### config.mk
export PLATFORM = sky130hd
export DESIGN_NAME = ecc_issue_scheduler
export DESIGN_NICKNAME = d
export VERILOG_FILES = /design/src/rtl/ecc_sched_pkg.sv /design/src/rtl/ecc_issue_fifo.sv /design/src/rtl/ecc_issue_scheduler.sv
export SDC_FILE = /design/constraint.sdc
export NUM_CORES = 1
export LEC_CHECK = 0
export ABC_CLOCK_PERIOD_IN_PS = 10300
export CAP_MARGIN = 20
export CORE_UTILIZATION = 54
export CTS_CLUSTER_DIAMETER = 150
export DETAILED_ROUTE_END_ITERATION = 8
export PLACE_DENSITY = 0.8
export SYNTH_ARGS = -nofsm -noshare
export SYNTH_HDL_FRONTEND = slang
export SYNTH_HIERARCHICAL = 1
export SYNTH_SLANG_ARGS = --single-unit
### constraint.sdc
create_clock -name clk_i -period 10.3 [get_ports clk_i]
set_input_delay 3.09 -clock clk_i [delete_from_list [all_inputs] [get_ports clk_i]]
set_output_delay 3.09 -clock clk_i [all_outputs]
set_load 0.02 [all_outputs]
### src/rtl/ecc_sched_pkg.sv
// ecc_sched_pkg: shared opcode, op, state and queue-entry types for the ECC issue scheduler.
package ecc_sched_pkg;

    localparam int ECC_XLEN = 64;
    localparam int ECC_ID_W = 4;
    localparam logic [6:0] OPC_CUSTOM1 = 7'b0101011;

    typedef enum logic [2:0] {
        ECC_LOAD = 3'd0,
        ECC_ADD  = 3'd1,
        ECC_SUB  = 3'd2,
        ECC_MUL  = 3'd3,
        ECC_INV  = 3'd4
    } ecc_op_e;

    typedef enum logic [1:0] {
        S_IDLE,
        S_START,
        S_WAIT,
        S_RESP
    } sched_state_e;

    typedef struct packed {
        ecc_op_e               op;
        logic [ECC_ID_W-1:0]   id;
        logic [4:0]            rd;
        logic [ECC_XLEN-1:0]   rs1;
        logic [ECC_XLEN-1:0]   rs2;
        logic                  wb;
    } entry_t;

endpackage

### src/rtl/ecc_issue_fifo.sv
// ecc_issue_fifo: circular in-order issue queue with full/empty/count; Depth must be a power of two.
module ecc_issue_fifo
    import ecc_sched_pkg::*;
#(
    parameter int Depth = 4
) (
    input  logic                   clk_i,
    input  logic                   rst_i,
    input  logic                   i_push,
    input  logic                   i_pop,
    input  logic                   i_flush,
    input  entry_t                 i_data,
    output entry_t                 o_data,
    output logic                   o_full,
    output logic                   o_empty,
    output logic [$clog2(Depth):0] o_count
);
    localparam int AW = $clog2(Depth);

    entry_t          r_mem [Depth];
    logic [AW-1:0]   r_wr_ptr;
    logic [AW-1:0]   r_rd_ptr;
    logic [AW:0]     r_count;

    assign o_data  = r_mem[r_rd_ptr];
    assign o_full  = r_count == (AW+1)'(Depth);
    assign o_empty = r_count == '0;
    assign o_count = r_count;

    // Pointers wrap naturally because Depth is a power of two
    always_ff @(posedge clk_i) begin
        if (rst_i || i_flush) begin
            r_wr_ptr <= '0;
            r_rd_ptr <= '0;
            r_count  <= '0;
        end else begin
            if (i_push) begin
                r_mem[r_wr_ptr] <= i_data;
                r_wr_ptr        <= r_wr_ptr + 1'b1;
            end
            if (i_pop)
                r_rd_ptr <= r_rd_ptr + 1'b1;
            r_count <= r_count + (AW+1)'(i_push) - (AW+1)'(i_pop);
        end
    end

endmodule

### src/rtl/ecc_issue_scheduler.sv
// ecc_issue_scheduler: CV-X-IF custom1 ECC front-end; decodes, queues and sequences ops through the datapath.
// Define ECC_SCHED_TIMEOUT_EN to add a WAIT watchdog that returns an error result after TimeoutCycles.
module ecc_issue_scheduler
    import ecc_sched_pkg::*;
#(
    parameter int XLEN          = ECC_XLEN,
    parameter int IdWidth       = ECC_ID_W,
    parameter int QueueDepth    = 4,
    parameter int TimeoutCycles = 1024
) (
    input  logic               clk_i,
    input  logic               rst_i,
    input  logic               issue_valid_i,
    output logic               issue_ready_o,
    input  logic [31:0]        issue_instr_i,
    input  logic [IdWidth-1:0] issue_id_i,
    input  logic [XLEN-1:0]    issue_rs1_i,
    input  logic [XLEN-1:0]    issue_rs2_i,
    output logic               issue_accept_o,
    output logic               issue_writeback_o,
    input  logic               flush_i,
    output logic               dp_start_o,
    output logic [2:0]         dp_op_o,
    output logic [XLEN-1:0]    dp_opa_o,
    output logic [XLEN-1:0]    dp_opb_o,
    input  logic               dp_done_i,
    input  logic [XLEN-1:0]    dp_result_i,
    output logic               result_valid_o,
    input  logic               result_ready_i,
    output logic [IdWidth-1:0] result_id_o,
    output logic [4:0]         result_rd_o,
    output logic [XLEN-1:0]    result_data_o,
    output logic               result_err_o
);
    logic                         w_legal;
    logic                         w_full;
    logic                         w_empty;
    logic                         w_push;
    logic                         w_pop;
    logic                         w_unused;
    logic [$clog2(QueueDepth):0]  w_unused_count;
    entry_t                       w_entry;
    entry_t                       w_head;
    entry_t                       r_cur;
    sched_state_e                 r_state;
    logic                         r_drain;
    logic                         r_start;
    logic                         r_res_valid;
    logic [XLEN-1:0]              r_res_data;

    assign w_legal           = issue_instr_i[6:0] == OPC_CUSTOM1 && issue_instr_i[14:12] <= ECC_INV;
    assign issue_accept_o    = w_legal;
    assign issue_writeback_o = w_legal && issue_instr_i[14:12] != ECC_LOAD;
    assign w_pop             = r_state == S_IDLE && !w_empty && !flush_i;
    // A pop in the same cycle frees a slot, so a full queue can still accept
    assign issue_ready_o     = issue_valid_i && !flush_i && (!w_legal || !w_full || w_pop);
    assign w_push            = issue_ready_o && w_legal;
    assign w_unused          = ^issue_instr_i[31:15];
    assign w_entry           = '{op: ecc_op_e'(issue_instr_i[14:12]), id: issue_id_i, rd: issue_instr_i[11:7],
                                 rs1: issue_rs1_i, rs2: issue_rs2_i, wb: issue_writeback_o};

    ecc_issue_fifo #(.Depth(QueueDepth)) u_fifo (
        .clk_i   (clk_i),
        .rst_i   (rst_i),
        .i_push  (w_push),
        .i_pop   (w_pop),
        .i_flush (flush_i),
        .i_data  (w_entry),
        .o_data  (w_head),
        .o_full  (w_full),
        .o_empty (w_empty),
        .o_count (w_unused_count)
    );

    assign dp_start_o     = r_start;
    assign dp_op_o        = r_cur.op;
    assign dp_opa_o       = r_cur.rs1;
    assign dp_opb_o       = r_cur.rs2;
    assign result_valid_o = r_res_valid;
    assign result_id_o    = r_cur.id;
    assign result_rd_o    = r_cur.rd;
    assign result_data_o  = r_res_data;

`ifdef ECC_SCHED_TIMEOUT_EN
    localparam int TW = $clog2(TimeoutCycles + 1);
    logic [TW-1:0] r_tmo;
    logic          r_err;
    assign result_err_o = r_err;
`else
    assign result_err_o = 1'b0;
`endif

    always_ff @(posedge clk_i) begin
        if (rst_i) begin
            r_state     <= S_IDLE;
            r_cur       <= '0;
            r_drain     <= 1'b0;
            r_start     <= 1'b0;
            r_res_valid <= 1'b0;
            r_res_data  <= '0;
`ifdef ECC_SCHED_TIMEOUT_EN
            r_tmo       <= '0;
            r_err       <= 1'b0;
`endif
        end else if (flush_i) begin
            // An op already in the datapath must still complete; drain its done pulse
            r_start     <= 1'b0;
            r_res_valid <= 1'b0;
            r_drain     <= r_state == S_WAIT && !dp_done_i;
            r_state     <= (r_state == S_WAIT && !dp_done_i) ? S_WAIT : S_IDLE;
`ifdef ECC_SCHED_TIMEOUT_EN
            r_err       <= 1'b0;
`endif
        end else begin
            r_start <= 1'b0;
            case (r_state)
                S_IDLE: if (w_pop) begin
                    r_cur   <= w_head;
                    r_start <= 1'b1;
                    r_state <= S_START;
                end
                S_START: begin
                    r_state <= S_WAIT;
`ifdef ECC_SCHED_TIMEOUT_EN
                    r_tmo   <= '0;
`endif
                end
                S_WAIT: if (dp_done_i) begin
                    r_drain     <= 1'b0;
                    r_res_data  <= dp_result_i;
                    r_res_valid <= r_cur.wb && !r_drain;
                    r_state     <= (r_cur.wb && !r_drain) ? S_RESP : S_IDLE;
                end
`ifdef ECC_SCHED_TIMEOUT_EN
                else if (r_tmo == TW'(TimeoutCycles - 1)) begin
                    r_drain     <= 1'b0;
                    r_res_data  <= '0;
                    r_res_valid <= !r_drain;
                    r_err       <= !r_drain;
                    r_state     <= r_drain ? S_IDLE : S_RESP;
                end else begin
                    r_tmo <= r_tmo + 1'b1;
                end
`endif
                S_RESP: if (result_ready_i) begin
                    r_res_valid <= 1'b0;
                    r_state     <= S_IDLE;
`ifdef ECC_SCHED_TIMEOUT_EN
                    r_err       <= 1'b0;
`endif
                end
                default: r_state <= S_IDLE;
            endcase
        end
    end

endmodule

**Word-level counts from Yosys, hierarchy flattened**

Memories as Yosys holds them, arrays and structs flattened. A register that Yosys moved wholly into a read port is not among the register bits.
Cells that the tools add are included.

- Memories: 1
- Bits of input ports: 234
- Word-level logic and storage cells: 74
- Bits in writable memories: 564
- Bits in registers: 76
- Output and inout bits: 210

- Magnitude comparators: 1
- $add $sub $neg: 4
- Multiplexer cells: 17
- Bitwise logic cells: 2
- Reductions and logical operators: 31
- Eq/ne operators: 10

Memories:

| memory | depth | width | read ports | clocked after memory_dff | wr ports | line | source |
|---|---|---|---|---|---|---|---|
| u_fifo.r_mem | 4 | 141 | 1 | 1 | 1 | ecc_issue_fifo.sv:20 | `entry_t r_mem [Depth];` |

Operators with widths:

| kind | count |
|---|---|
| $mux W2 | 6 |
| $reduce_and A3 Y1 | 4 |
| $logic_and A1 B1 Y1 | 9 |
| $mux W1 | 9 |
| $pmux W2 S4 | 1 |
| $eq A7 B6 Y1 const B | 1 |
| $logic_not A1 Y1 | 6 |
| $ne A3 B3 Y1 const B | 2 |
| $reduce_bool A2 Y1 | 3 |
| $add A2 B1 Y2 const B | 2 |
| $eq A2 B2 Y1 const B | 2 |
| $ne A2 B2 Y1 const B | 2 |
| $add A3 B1 Y3 | 1 |
| $eq A3 B3 Y1 const B | 1 |
| $le A3 B3 Y1 const B | 1 |
| $logic_not A3 Y1 | 1 |
| $logic_or A1 B1 Y1 | 3 |
| $ne A3 B2 Y1 const B | 1 |
| $reduce_bool A3 Y1 | 1 |
| $reduce_or A3 Y1 | 1 |
| $sub A3 B1 Y3 | 1 |
| $eq A2 B1 Y1 const B | 1 |
| $logic_not A2 Y1 | 1 |
| $not A1 Y1 | 2 |
| other kinds (3) | 3 |

**Depth between registers and ports, before layout**

- Depth after elaboration: 10
- Gate-level depth with buffers: 11
- Gate-level depth less buffers: 9

**Modules after synthesis**

Netlist, hierarchy kept.

Modules (own cells, without submodules):

| module | sequential area each (µm²) | instances | cells each | area an instance (µm²) |
|---|---|---|---|---|
| ecc_issue_fifo | 17116.4 | 1 | 782 | 20781.2 |
| ecc_issue_scheduler | 4204.0 | 1 | 1070 | 8386.8 |

**Worst setup path before layout**

No wires, ideal clock.

- Path type: input port to flip-flop
- From: input flush_i
- To: memory u_fifo/r_mem[0][0] (netlist name) (enable)
- Stages on the path: 6
- Arrival time: 7.592 ns
- Library setup time: 0.518 ns
- Path buffers: 2
- Setup slack: 2.189 ns
- Cells stage by stage: or4_1 -> buf_2 -> clkbuf_1 -> a21oi_1 -> and2_1 -> and3_1

- Longest elaborated chain between the ends: 8
- Elaborated cells between the ends (all ways): 10
- Those cells by class: mux (3); reduce/logical (7)

Ends and longest elaborated chain:

| item | line | source |
|---|---|---|
| start, declared | ecc_issue_scheduler.sv:21 | `input logic flush_i,` |
| $logic_not A1 Y1 (*) | ecc_issue_scheduler.sv:54, ecc_issue_scheduler.sv:56 |  |
| $logic_and A1 B1 Y1 | ecc_issue_scheduler.sv:54 | `assign w_pop = r_state == S_IDLE && !w_empty && !flush_i;` |
| $logic_or A1 B1 Y1 | ecc_issue_scheduler.sv:56 | `assign issue_ready_o = issue_valid_i && !flush_i && (!w_legal \|\| !w_full \|\| w_pop);` |
| $logic_and A1 B1 Y1 (*) | ecc_issue_scheduler.sv:56 |  |
| $logic_and A1 B1 Y1 (*) | ecc_issue_scheduler.sv:57 | `assign w_push = issue_ready_o && w_legal;` |
| net w_push | ecc_issue_scheduler.sv:38 | `logic w_push;` |
| $mux W1 (*) | ecc_issue_fifo.sv:37 | `if (i_push) begin` |
| $mux W1 (*) | ecc_issue_fifo.sv:32 | `if (rst_i \|\| i_flush) begin` |
| $mux W1 (implied by the code) (*) | ecc_issue_fifo.sv:38 | `r_mem[r_wr_ptr] <= i_data;` |
| end, declared | ecc_issue_fifo.sv:20 |  |

Mark *: on every way through the listed nets, which the timed path passes. The rest lies on a longest branch.

**Worst setup path after layout**

- From: input issue_instr_i[14]
- To: output issue_writeback_o

- Longest elaborated chain between the ends: 3
- Elaborated cells between the ends (all ways): 4
- Those cells by class: order compare (1); reduce/logical (3)

Ends and longest elaborated chain:

| item | line | source |
|---|---|---|
| start, declared | ecc_issue_scheduler.sv:15 | `input logic [31:0] issue_instr_i,` |
| $le A3 B3 Y1 | ecc_issue_scheduler.sv:51 | `assign w_legal = issue_instr_i[6:0] == OPC_CUSTOM1 && issue_instr_i[14:12] <= ECC_INV;` |
| $logic_and A1 B1 Y1 | ecc_issue_scheduler.sv:51 |  |
| $logic_and A1 B1 Y1 (*) | ecc_issue_scheduler.sv:53 | `assign issue_writeback_o = w_legal && issue_instr_i[14:12] != ECC_LOAD;` |
| end, declared | ecc_issue_scheduler.sv:20 | `output logic issue_writeback_o,` |

Mark *: on every way between the ends. The rest lies on a longest branch, timed or not.

==> reports/results.txt <==
Run status -> complete, but fails checks
Startpoint of the tightest hold check path -> dp_opb_o[59]
Final RePlAce weighted congestion -> 0.747
Crit. End Element -> output pin
Vert. Die Dim -> 234 um
Horizontal extent of the die -> 234 um
Via count of the first global-routing pass -> 16100
Clock transition at the register clock pins on the worst setup and hold paths after CTS -> 50 ps
Iteration-0 DRC count of the detailed router -> 1017
Wire length of the first global-routing pass -> 92.7 mm
Leftover overflow at the end of global routing -> 0
Portion of the post-synthesis area used by sequential elements -> 73.1%
Post-CTS setup-driven buffer insertion count -> 0
Maximum count of clock buffers along a single path -> 3
Detail Route Antenna Nets -> 0
Fill cell instance count of the final layout -> 3449
Cell depth of the worst flop-to-flop path -> 6
Cell at the root of the clock tree -> sky130_fd_sc_hd__clkbuf_16
Power density over the cells -> 178 mW/mm2
Synth Net Count -> 2093
WP data arrival -> 5400 ps
Top-Level Pins -> 444
Floorplan row count -> 84
Static Leakage -> 11.1 nW
Combined area of the multi-input logic cells -> 0.00623 mm2
Maximum number of pins on one net before global-route repair -> 142
Post-synth EDFFs -> 564
Fraction of post-synthesis cell area in the top cell type by area -> 58.1%
Total clock sinks -> 783
Capturing point of the worst reg2reg path -> u_fifo/r_mem[1][120]
Unrepaired setup endpoints after global routing -> no
Number of antenna violations at the first check in global routing -> 8
Resized Gates After CTS -> 0
Post-synthesis instance area -> 0.0292 mm2
Worst Hold Class -> register to register
Area enclosed by the die boundary -> 0.0549 mm2
Total of hold buffers inserted after clock tree synthesis -> 0
Data required time at the worst endpoint -> 7210 ps
Area used by sequential logic in the layout -> 0.0213 mm2
Residual DRC count -> 2
Period utilisation layout -> 82.4%
Area of the placeable core -> 0.0530 mm2
Reg-to-reg slack, setup -> 6350 ps
Final max-slew violation count -> 0
Fraction of layout instances using a drive strength above 1 -> 13.0%
Clock tree from TritonCTS -> built
Cell depth of the worst min-delay path -> 2
Setup TNS after final layout -> 0 ps
Max Freq -> 118 MHz
Maximum vdd ir drop -> 0.138 mV
Finished layout cell area -> 0.0355 mm2
Wire length reported by the detailed router -> 63.1 mm
Count of state elements after synthesis -> 783
Routed len/inst -> 21.8 um
Count of max-cap constraint violations -> 0
Destination of the critical timing path -> issue_writeback_o
Max Clock Skew -> 16.9 ps
Inserted Clock Buffers -> 78
Maximum level of the CTS H-tree -> 3
FF-to-FF Start -> r_state[0]
Critical-path maximum fanout -> 7
Ratio of routed vias to standard cells -> 5.55
Standard cell area after detailed placement -> 0.0329 mm2
Syn_area_per_cell -> 15.7 um2
Input/output buffers -> 425
Leading cell types by total area after synthesis -> sky130_fd_sc_hd__edfxtp_1 58%, sky130_fd_sc_hd__dfxtp_1 15%, sky130_fd_sc_hd__mux4_2 11%
Actual slew at the worst max-slew pin -> 1150 ps
Kind of launch point of the worst setup path -> input pin
Setup violation total in the final timing report -> 0
Total via count after detailed routing -> 16000
Area delta synth->final -> 21.8%
Clock latency on the worst-skew pair -> 600 ps
Starting density of the core -> 55.1%
Number of unique standard cell types used by synthesis -> 40
GR Util All Layers -> 22.8%
Relative slew slack -> 23.5%
Critical Path Source -> issue_instr_i[14]
Final HPWL DP -> 36.1 mm
Most used DFF post-synth -> sky130_fd_sc_hd__edfxtp_1
Number of warnings issued by yosys -> 6
Gate count after technology mapping -> 1852
Leading area contributor after synthesis -> sky130_fd_sc_hd__edfxtp_1
Violations in the final reports -> design-rule violations
Number of nets at the end of the flow -> 2374
Final Hold Vio Count -> 0
Detailed Routing Iterations Pass 1 -> 7
Share of async-settable or async-resettable flops after synthesis -> 0%
Tmin final -> 8490 ps
Critical Setup Path Class -> input pin to output pin
## logic make-up (layout without fill, tap and decap cells)
kind of cell | after synthesis | in the layout | synth area share (%)
other cells | 1 | 8 | 0.0129
flops | 783 | 783 | 73.1
compound gates | 217 | 217 | 3.80
fa+ha+maj | 7 | 7 | 0.326
mux | 142 | 142 | 10.9
buf+inv | 251 | 596 | 5.67
xor+xnor | 3 | 3 | 0.142
simple gates | 448 | 448 | 6.04
## through the flow
step           utilization [%]  setup WS (ps)  hold WS (ps)  total power [mW]  std cells
3_5_place_dp              62.1           1780           446              3.57       2739
6_report                  67.1           1810           453              6.32       2892
3_3_place_gp              62.1           1860           442              3.56       2739
4_1_cts                   67.0           1750           454              6.37       2883
2_1_floorplan                -           2190           437              3.46       1852
5_1_grt                   67.1           1610           470              6.51       2890
## worst min path at each step
| stage | to | slack, ps |
|---|---|---|
| 6_report | dp_opb_o[59] | 450 |
| 2_1_floorplan | dp_op_o[0] | 440 |
| 3_3_place_gp | dp_opb_o[20] | 440 |
| 5_1_grt | dp_opb_o[15] | 470 |
| 4_1_cts | dp_opb_o[61] | 450 |
| 3_5_place_dp | dp_opb_o[61] | 450 |
## registers in the layout (all words and copies together) (netlist names), named ones only
register         count
dp_op_o              3
dp_opa_o            64
dp_opb_o            64
dp_start_o           1
r_cur                1
r_drain              1
r_state              2
result_data_o       64
result_id_o          4
result_rd_o          5
result_valid_o       1
u_fifo/o_count       3
u_fifo/r_mem       564
u_fifo/r_rd_ptr      2
u_fifo/r_wr_ptr      2
## area by class of cell
type | instances | area share, %
inverters | 9 | 0.109
flip-flops and latches | 783 | 60.0
clock buffers | 119 | 6.44
diodes | 7 | 0.0493
repair buffers | 443 | 12.6
multi-input cells | 818 | 17.5
well taps | 688 | 2.42
clock inverters | 25 | 0.838
## where the power goes
part	switching, mW	internal (mW)
clock network	1.13	1.69
logic	0.0534	0.0765
registers	0.000413	3.37
total	1.18	5.14
## layer usage
metal,GRT usage [%],routed length (um),vias to the layer above
met4,9.05,1700,4
met5,0,35,-
met1,27.6,24000,8077
li1,-,-,7240
met3,5.15,4630,108
met2,39.5,32600,608
## cell usage after synthesis (all sizes together) (2+ instances only)
library cell	number
and2	3
nor4bb	2
nor3	3
mux4	141
clkbuf	48
buf	194
a2111oi	2
a21oi	208
ha	6
nor2	11
and3	5
nand3b	2
edfxtp	564
nor2b	3
dfxtp	219
inv	8
o21ai	2
xnor2	2
nand2	412
## worst max-delay path, stage by stage
cell and delay, ps:
sky130_fd_sc_hd__clkdlybuf4s50_1 610, sky130_fd_sc_hd__o21a_1 210, sky130_fd_sc_hd__nor4_1 730, sky130_fd_sc_hd__clkdlybuf4s50_1 750
## cells in the final DEF, fill, tap and decap left out, drive strengths merged, types with 3 or more instances in the layout
cell type | synthesis | final
inv | 8 | 11
edfxtp | 564 | 564
clkdlybuf4s50 | 0 | 424
and3 | 5 | 5
nor2b | 3 | 3
a21oi | 208 | 208
diode | 0 | 7
ha | 6 | 6
buf | 194 | 19
and2 | 3 | 3
clkinv | 1 | 15
dfxtp | 219 | 219
nand2 | 412 | 412
nor3 | 3 | 3
nor2 | 11 | 11
mux4 | 141 | 141
clkbuf | 48 | 119
bufinv | 0 | 6
Note: power is estimated with default switching activity, not from simulation.
